===== config.mk =====
export PLATFORM = sky130hd
export DESIGN_NAME = if_id_pipe_reg
export DESIGN_NICKNAME = d
export VERILOG_FILES = /design/src/rtl/riscv_pipe_pkg.sv /design/src/rtl/pipe_skid_buf.sv /design/src/rtl/if_id_pipe_reg.sv
export SDC_FILE = /design/constraint.sdc
export NUM_CORES = 1
export LEC_CHECK = 0
export CAP_MARGIN = 40
export CORE_ASPECT_RATIO = 1.25
export CORE_MARGIN = 2
export CORE_UTILIZATION = 40
export CTS_BUF_LIST = sky130_fd_sc_hd__clkbuf_2
export CTS_CLUSTER_DIAMETER = 80
export DETAILED_ROUTE_END_ITERATION = 7
export PLACE_DENSITY = 0.66
export SKIP_CTS_REPAIR_TIMING = 1
export SLEW_MARGIN = 20
export SYNTH_ARGS = -nofsm -noshare
export SYNTH_HDL_FRONTEND = slang
export SYNTH_SLANG_ARGS = --single-unit

===== constraint.sdc =====
create_clock -name clk -period 1.4 [get_ports clk]
set_input_delay 0.28 -clock clk [delete_from_list [all_inputs] [get_ports clk]]
set_output_delay 0.28 -clock clk [all_outputs]
set_load 0.01 [all_outputs]

===== src/rtl/riscv_pipe_pkg.sv =====
`default_nettype none
// ============================================================================
// Module      : riscv_pipe_pkg
// Description : Shared definitions for the pipelined RISC-V core's pipeline
//               registers: default field widths, the bubble instruction, the
//               IF/ID entry layout and the skid-buffer occupancy encoding.
// Ports       : none (package)
// Revision    : 1.0 - initial release
// ============================================================================
package riscv_pipe_pkg;

  localparam int unsigned PIPE_PC_W   = 64;
  localparam int unsigned PIPE_INST_W = 32;

  // addi x0, x0, 0 -- architecturally harmless if decode ignores valid
  localparam logic [31:0] PIPE_NOP_INST = 32'h0000_0013;

  // IF/ID entry at the default widths. Parametrised users build an
  // equivalent struct locally with the same field order {pc, inst}.
  typedef struct packed {
    logic [PIPE_PC_W-1:0]   pc;
    logic [PIPE_INST_W-1:0] inst;
  } if_id_entry_t;

  // Occupancy encoding is {skid_valid, main_valid}; 2'b10 is unreachable.
  typedef enum logic [1:0] {
    SKID_EMPTY = 2'b00,
    SKID_ONE   = 2'b01,
    SKID_FULL  = 2'b11
  } skid_state_e;

endpackage : riscv_pipe_pkg
`default_nettype wire


===== src/rtl/pipe_skid_buf.sv =====
`default_nettype none
// ============================================================================
// Module      : pipe_skid_buf
// Description : Generic WIDTH-bit valid/ready skid buffer. A main entry drives
//               the output; a one-entry skid absorbs the word accepted in the
//               cycle the consumer stalls, so the producer-side ready can be a
//               pure register with no path from out_ready_i.
// Ports       : clk, reset          - clock, synchronous active-high reset
//               clear_i             - drop all held and incoming entries
//               in_valid_i/_ready_o - producer handshake (ready registered)
//               in_data_i           - producer payload
//               out_valid_o/_ready_i- consumer handshake
//               out_data_o          - consumer payload (zero after clear/reset)
// Revision    : 1.0 - initial release
// ============================================================================
module pipe_skid_buf
  import riscv_pipe_pkg::*;
#(
  parameter int unsigned WIDTH = 96
) (
  input  logic             clk,
  input  logic             reset,
  input  logic             clear_i,
  input  logic             in_valid_i,
  output logic             in_ready_o,
  input  logic [WIDTH-1:0] in_data_i,
  output logic             out_valid_o,
  input  logic             out_ready_i,
  output logic [WIDTH-1:0] out_data_o
);

  logic             main_valid_q, main_valid_d;
  logic             skid_valid_q, skid_valid_d;
  logic [WIDTH-1:0] main_data_q,  main_data_d;
  logic [WIDTH-1:0] skid_data_q,  skid_data_d;
  logic             in_ready_q,   in_ready_d;

  logic        accept;
  logic        consume;
  skid_state_e state;

  assign accept  = in_valid_i & in_ready_q;
  assign consume = main_valid_q & out_ready_i;
  assign state   = skid_state_e'({skid_valid_q, main_valid_q});

  always_comb begin
    main_valid_d = main_valid_q;
    skid_valid_d = skid_valid_q;
    main_data_d  = main_data_q;
    skid_data_d  = skid_data_q;

    if (clear_i) begin
      main_valid_d = 1'b0;
      skid_valid_d = 1'b0;
      main_data_d  = '0;
      skid_data_d  = '0;
    end else begin
      unique case (state)
        SKID_EMPTY: begin
          if (accept) begin
            main_data_d  = in_data_i;
            main_valid_d = 1'b1;
          end
        end
        SKID_ONE: begin
          if (accept && consume) begin
            main_data_d = in_data_i;
          end else if (accept) begin
            skid_data_d  = in_data_i;
            skid_valid_d = 1'b1;
          end else if (consume) begin
            main_valid_d = 1'b0;
          end
        end
        SKID_FULL: begin
          // in_ready is low here, so no accept can coincide with the move
          if (consume) begin
            main_data_d  = skid_data_q;
            skid_valid_d = 1'b0;
          end
        end
        default: begin
          // Unreachable encoding: fall back to empty rather than lock up
          main_valid_d = 1'b0;
          skid_valid_d = 1'b0;
        end
      endcase
    end

    // Ready for next cycle follows the skid slot we are about to hold
    in_ready_d = ~skid_valid_d;
  end

  always_ff @(posedge clk) begin
    if (reset) begin
      main_valid_q <= 1'b0;
      skid_valid_q <= 1'b0;
      main_data_q  <= '0;
      skid_data_q  <= '0;
      in_ready_q   <= 1'b1;
    end else begin
      main_valid_q <= main_valid_d;
      skid_valid_q <= skid_valid_d;
      main_data_q  <= main_data_d;
      skid_data_q  <= skid_data_d;
      in_ready_q   <= in_ready_d;
    end
  end

  // A skid entry without a main entry would reorder the stream
  always @(posedge clk) begin
    if (!reset) begin
      assert (!(skid_valid_q && !main_valid_q));
    end
  end

  assign in_ready_o  = in_ready_q;
  assign out_valid_o = main_valid_q;
  assign out_data_o  = main_data_q;

endmodule : pipe_skid_buf
`default_nettype wire


===== src/rtl/if_id_pipe_reg.sv =====
`default_nettype none
// ============================================================================
// Module      : if_id_pipe_reg
// Description : IF/ID pipeline register with valid/ready handshaking, a
//               one-entry skid buffer for decode back-pressure, a flush for
//               taken branches/jumps, and NOP substitution while empty.
//               Optional performance counters under IF_ID_PERF_CNT_EN.
// Ports       : clk, reset              - clock, synchronous active-high reset
//               flush                   - discard held and incoming entries
//               in_valid/in_ready       - fetch handshake (in_ready registered)
//               in_pc/in_inst           - fetched PC and instruction
//               out_valid/out_ready     - decode handshake
//               out_pc/out_inst         - to decode (0 / NOP_INST when empty)
//               stall_cnt/flush_cnt     - [IF_ID_PERF_CNT_EN only] counters
// Revision    : 1.0 - initial release
// ============================================================================
module if_id_pipe_reg
  import riscv_pipe_pkg::*;
#(
  parameter int unsigned        PC_W     = PIPE_PC_W,
  parameter int unsigned        INST_W   = PIPE_INST_W,
  parameter logic [INST_W-1:0]  NOP_INST = INST_W'(PIPE_NOP_INST)
) (
  input  logic              clk,
  input  logic              reset,
  input  logic              flush,
  input  logic              in_valid,
  output logic              in_ready,
  input  logic [PC_W-1:0]   in_pc,
  input  logic [INST_W-1:0] in_inst,
  output logic              out_valid,
  input  logic              out_ready,
  output logic [PC_W-1:0]   out_pc,
  output logic [INST_W-1:0] out_inst
`ifdef IF_ID_PERF_CNT_EN
  ,
  output logic [31:0]       stall_cnt,
  output logic [31:0]       flush_cnt
`endif
);

  // Same layout as if_id_entry_t, sized by this instance's parameters
  typedef struct packed {
    logic [PC_W-1:0]   pc;
    logic [INST_W-1:0] inst;
  } entry_t;

  entry_t in_entry;
  entry_t out_entry;
  logic   buf_valid;

  assign in_entry.pc   = in_pc;
  assign in_entry.inst = in_inst;

  pipe_skid_buf #(
    .WIDTH (PC_W + INST_W)
  ) u_skid (
    .clk         (clk),
    .reset       (reset),
    .clear_i     (flush),
    .in_valid_i  (in_valid),
    .in_ready_o  (in_ready),
    .in_data_i   (in_entry),
    .out_valid_o (buf_valid),
    .out_ready_i (out_ready),
    .out_data_o  (out_entry)
  );

  // Decode may execute regardless of out_valid, so an empty stage must
  // present a bubble rather than stale data.
  assign out_valid = buf_valid;
  assign out_pc    = buf_valid ? out_entry.pc   : '0;
  assign out_inst  = buf_valid ? out_entry.inst : NOP_INST;

`ifdef IF_ID_PERF_CNT_EN
  logic [31:0] stall_cnt_q, stall_cnt_d;
  logic [31:0] flush_cnt_q, flush_cnt_d;

  // Any entry valid reduces to the main valid: skid never holds alone.
  always_comb begin
    stall_cnt_d = stall_cnt_q;
    flush_cnt_d = flush_cnt_q;
    if (buf_valid && !out_ready) begin
      stall_cnt_d = stall_cnt_q + 32'd1;
    end
    if (flush && buf_valid) begin
      flush_cnt_d = flush_cnt_q + 32'd1;
    end
  end

  // Flush deliberately does not clear the counters
  always_ff @(posedge clk) begin
    if (reset) begin
      stall_cnt_q <= '0;
      flush_cnt_q <= '0;
    end else begin
      stall_cnt_q <= stall_cnt_d;
      flush_cnt_q <= flush_cnt_d;
    end
  end

  assign stall_cnt = stall_cnt_q;
  assign flush_cnt = flush_cnt_q;
`endif

endmodule : if_id_pipe_reg
`default_nettype wire


# After elaboration in Yosys (flattened, before gate mapping)
# Index checks and enable logic that the tools add are counted.
totals:
  ff_bits: 195
  out_inout_bits: 98
  in_bits: 101
  word_cells: 41
op_classes:
  n_mux: 16
  reduce_logical: 7
  n_bitwise: 5
  eq_ne: 8
op_table:
  columns: ["op", "count"]
  rows:
  - ["96-bit two-way mux", 3]
  - ["96-bit case mux with 3 select lines", 1]
  - ["64-bit two-way mux", 1]
  - ["32-bit two-way mux", 1]
  - ["1-bit two-way mux", 8]
  - ["2-bit by 1-bit != test with 1-bit output (second input constant)", 4]
  - ["1-bit case mux with 3 select lines", 2]
  - ["5-bit AND reduction", 1]
  - ["2-bit != test (second input constant)", 2]
  - ["4-bit AND reduction", 1]
  - ["1-bit NOT", 3]
  - ["3-bit AND reduction", 1]
  - ["3-bit nonzero test", 1]
  - ["1-bit AND", 2]
  - ["2-bit by 1-bit equality test with 1-bit output (second input constant)", 1]
  - ["2-bit equality test (second input constant)", 1]
  - ["2-bit zero test", 1]
  - ["2-bit OR reduction", 1]
  - ["1-bit logical AND", 1]

# Depth between registers and ports, before layout
logic_depth:
  depth_word: 6
  mapped_depth: 8

# By module
# Synthesis repeated with hierarchy kept, for this count alone.
unflattened:
  hier_cells: 1128
  area_unflattened_um2: 9256.4
modules_own_cells:
  columns: ["module", "cells_per_inst", "n_inst", "area_each_um2"]
  rows:
  - ["pipe_skid_buf", 1022, 1, 8574.5]
  - ["if_id_pipe_reg", 106, 1, 681.9]

# Worst setup path after synthesis
# OpenSTA, ideal clock, no wires.
synth_timing:
  path_kind: "register to register"
  start: "register u_skid.main_valid_q (netlist: u_skid.out_valid_o)"
  end: "register u_skid.main_data_q[62] (netlist: u_skid.out_data_o[62])"
  setup_time_ns: 0.089
  synth_period_minus_slack_ns: 1.552
  slack_ns: -0.152
  arrival_time_ns: 1.463
  path_stages_with_launch: 9
  path_cell_list: "dfxtp_1 -> buf_4 -> nand2b_4 -> buf_6 -> and3_1 -> clkbuf_2 -> buf_6 -> buf_6 -> a311oi_2"
synth_between:
  elab_chain_cells: 4
  word_cells_on_any_way: 11
  classes_between: "eq/ne: 5; mux: 1; bitwise: 1; reduce/logical: 4"
synth_rtl:
  columns: ["element", "line_no", "text"]
  rows:
  - ["start, declared", "pipe_skid_buf.sv:32", "logic main_valid_q, main_valid_d;"]
  - ["start signal, assigned", "pipe_skid_buf.sv:102", "main_valid_q <= main_valid_d;"]
  - ["1-bit AND", "pipe_skid_buf.sv:43", "assign consume = main_valid_q & out_ready_i;"]
  - ["1-bit logical AND", "pipe_skid_buf.sv:66", "if (accept && consume) begin"]
  - ["2-bit by 1-bit != test with 1-bit output (no line)", null, null]
  - ["4-bit AND reduction (no line)", null, null]
  - ["end signal, assigned", "pipe_skid_buf.sv:104", "main_data_q <= main_data_d;"]
  - ["end, declared", "pipe_skid_buf.sv:34", "logic [WIDTH-1:0] main_data_q, main_data_d;"]
# Several ways; a longest one is shown, not always the timed one.
# A chain may end at the register's enable or synchronous reset.

# Worst setup path after layout
layout_timing:
  start: "register u_skid.main_valid_q (netlist: u_skid.out_valid_o)"
  end: "output port out_pc[58]"
layout_between:
  elab_chain_cells: 1
layout_rtl:
  columns: ["element", "line_no", "text"]
  rows:
  - ["64-bit two-way mux", "if_id_pipe_reg.sv:72", "assign out_pc = buf_valid ? out_entry.pc : '0;"]
  - ["end, declared", "if_id_pipe_reg.sv:33", "output logic [PC_W-1:0] out_pc,"]
# No other way between the ends.

==> metrics.md <==
| Metric | Value |
|---|---|
| Largest family of logic cells by synthesized area | compound AO/OA/AOI/OAI gates |
| Residual DRC | 11 |
| Final worst slack | -0.692 ns |
| Vias per inst | 6.07 |
| GR Overflow Total | 0 |
| CTS Sinks | 195 |
| Largest cells by area after synthesis | dfxtp_1 42%, nand3_1 10%, a311oi_2 6.5% |
| Combined flip-flop and latch cell area | slightly below 4000 sq um |
| Clock Tree Root | clkbuf_2 |
| Layout fillers | just over 2000 |
| CP Class | register to output port |
| Power density over cell area | around 800 nW/um^2 |
| Failing checks | design-rule violations, negative setup slack |
| Compound-Gate Fraction of Synth Area | 0.289 |
| CP top delay family | buffers and inverters |
| CP Capture Type | output port |
| Number of port buffers | between 150 and 200 |
| Mapped Area | 9250 sq um |
| Status | finished, violations left |
| RSZ-0062 raised after global routing | yes |
| Share of layout cells above drive strength 1 | 0.278 |
| HP Class | input port to register |
| Net Count, Synth | 1230 |
| Leakage | 4.93 nW |
| Nets | between 1000 and 1500 |
| Drt total wl | 32800 um |
| Clock insertion delay at the later pin of the skew report | 0.78 ns |
| DRT Pass-1 Iters | 8 |
| Total CTS buffers | 17 |
| Clk buf depth | 2 |
| Finished Layout Cells | 1632 |
| Starting Density | 0.404 |
| Number of flops mapped to enable cells by yosys | 0 |
| Chip width | around 140 um |
| Worst-path clk slew | 0.28 ns |
| Slew at the pin closest to its max-slew limit | 0.515 ns |
| CP arrival | 1.81 ns |
| Post-layout util | 0.579 |
| Max incr delay on CP | 0.45 ns |
| Peak fanout along the critical path | 9 |
| DR WL/cell | 20.1 um |
| Adder-Cell Fraction of Synth Area | 0 |
| Remaining antenna violation count | 0 |
| Initial antenna violation count | 2 |
| Synth Area in Simple Gates | 0.215 |
| CTS tree | done |
| Tcrit/Tclk final | 1.49 |
| Dpl cells | 1544 |
| Area of the multi-input gates | between 5000 and 6000 sq um |
| Global-route wire length before repair | roughly 46000 um |
| Max rail drop VDD | roughly 470 uV |
| Mapped Avg Cell Area | 8.19 sq um |
| Core ar. | 22900 sq um |
| Post-Synthesis Cells | around 1100 |
| Placer Congestion | about 0.76 |
| Top-area cell type share of the netlist area | 0.422 |
| Highest Clock Rate | 478 MHz |
| I/O pins | 199 |
| Drt first-iter violations | 963 |
| Required @ worst endpoint | roughly 1.1 ns |
| Critical path launch point type | register |
| Post-synth ARST share | 0 |
| Final setup viols | 292 |
| Synth Flop Type | dfxtp_1 |
| Yosys reg bits | 195 |
| CP Buf/Inv Count | 3 |
| Max cap viols | 0 |
| DR vias | ~9900 |
| Htree depth | 4 |
| Mux share of post-synthesis cell area | 0 |
| Synthesis-to-layout area growth | 43.2% |
| Final Skew | 0.0464 ns |
| Vias in the first global route | 8984 |
| Largest net degree at the start of global routing | ~80 |
| Unique cell type count in the Yosys netlist | 27 |
| Post-synthesis sequential area ratio | 0.422 |
| Die ar. | 24400 sq um |
| Slowest-stage cell, CP | dfxtp_4 |
| Crit path time final | between 2 and 2.5 ns |
| Slew Viols, Final | 0 |
| All-Layer GR Usage | 0.231 |
| Yosys warning count | 0 |
| Detailed placer's ending HPWL | 18300 um |
| CP cell instances | buf_12 > clkbuf_16 > and2_4 > buf_2 |
| Final Hold Fails | 0 |
| Synth area leader | dfxtp_1 |
| Std cell rows | just over 60 |
| Xor and xnor fraction of the mapped netlist area | 0 |
| Die Span Y | 174 um |
| Slew headroom | 0.657 |
## power breakdown
group | leakage, nW | internal, mW | switching, mW
Combinational | 3.21 | 0.946 | 0.972
Sequential | 1.58 | 5.71 | 0.0795
Clock | 0.138 | 0.672 | 1.95
Total | 4.93 | 7.33 | 3.00
## per-layer routing
| metal | vias to the layer above | track usage | part of all wire |
|---|---|---|---|
| met2 | 434 | 0.396 | 0.51 |
| met1 | 4825 | 0.289 | 0.40 |
| li1 | 4568 | - | - |
| met3 | 76 | 0.0380 | 0.058 |
| met5 | - | 0 | 0.00040 |
| met4 | 2 | 0.0934 | 0.033 |
## cell families (layout without fill, tap and decap cells)
group,count (synthesis),count (layout)
buffers and inverters,153,365
AND/OR/NAND/NOR,394,396
AO/OA/AOI/OAI,387,387
other,0,1
flip-flops,195,195
## metrics by stage
step	worst slack (ns)	cell area, sq um	setup TNS, ns	hold slack [ns]	power [mW]
after floorplan	-0.121	9290	-5.73	0.397	6.68
after global placement	-0.364	12000	-79.70	0.457	7.48
after detailed placement	-0.465	12000	-83.56	0.466	7.49
after CTS	-1.19	12200	-144.63	-0.0355	10.1
after global routing	-0.804	13200	-151.35	0.00186	10.7
final	-0.692	13200	-125.02	0.0533	10.3
## cell type report
cell class / instances / share of cell area
clock inverters: 11 / 0.00765
flip-flops and latches: 195 / 0.295
well taps: 288 / 0.0272
inverters: 2 / 0.000567
repair buffers: 332 / 0.283
clock buffers: 20 / 0.00756
diodes: 1 / 0.000189
multi-input cells: 783 / 0.378
## cell usage after synthesis, types with 7 or more instances
cell type	instances
and2_1	93
a311oi_1	56
nand3_1	193
a311oi_2	40
buf_6	7
o21ai_0	94
buf_2	20
dfxtp_1	195
a21oi_1	97
a31oi_1	96
buf_4	8
nand2_1	97
clkbuf_1	111
## flip-flops by register name (all words and copies together) (netlist names)
register             count
u_skid.out_data_o       96
u_skid.skid_data_q      96
u_skid.skid_valid_q      1
u_skid.out_valid_o       1
u_skid.in_ready_o        1
## path summary, 6_finish.rpt
path	start	to	slack, ns	cells after the start
min reg2reg	u_skid.skid_data_q[61]$_SDFFE_PP0P_	u_skid.out_data_o[61]$_SDFFE_PP0P_	0.47	2
max reg2reg	u_skid.out_valid_o$_SDFFE_PP0P_	u_skid.out_data_o[93]$_SDFFE_PP0P_	-0.45	8
max	u_skid.out_valid_o$_SDFFE_PP0P_	out_pc[58]	-0.69	4
min	in_pc[12]	u_skid.skid_data_q[44]$_SDFFE_PP0P_	0.05	3
## cells in the final DEF, fill, tap and decap left out, types with 6 or more instances in the layout
cell type        netlist  routed
a311oi_2              40      65
and2_4                 0      46
clkbuf_2               1      45
dfxtp_1              195     192
buf_8                  0       6
o21ai_1                3      13
buf_6                  7      48
nand2_1               97      96
a31oi_1               96      96
buf_12                 0      39
clkbuf_16              0      19
and2_1                93      47
o21ai_0               94      84
buf_2                 20      27
clkdlybuf4s50_1        0     100
buf_4                  8      53
dlygate4sd3_1          0      11
a21oi_1               97      97
nand3_1              193     193
a311oi_1              56      31
## tightest hold or removal path: cells and delay by family
family | cells | cell delay [ns]
AND/OR/NAND/NOR | 1 | 0.08
AO/OA/AOI/OAI | 1 | 0.05
buffers and inverters | 1 | 0.43
Note: power is estimated with default switching activity, not from simulation.
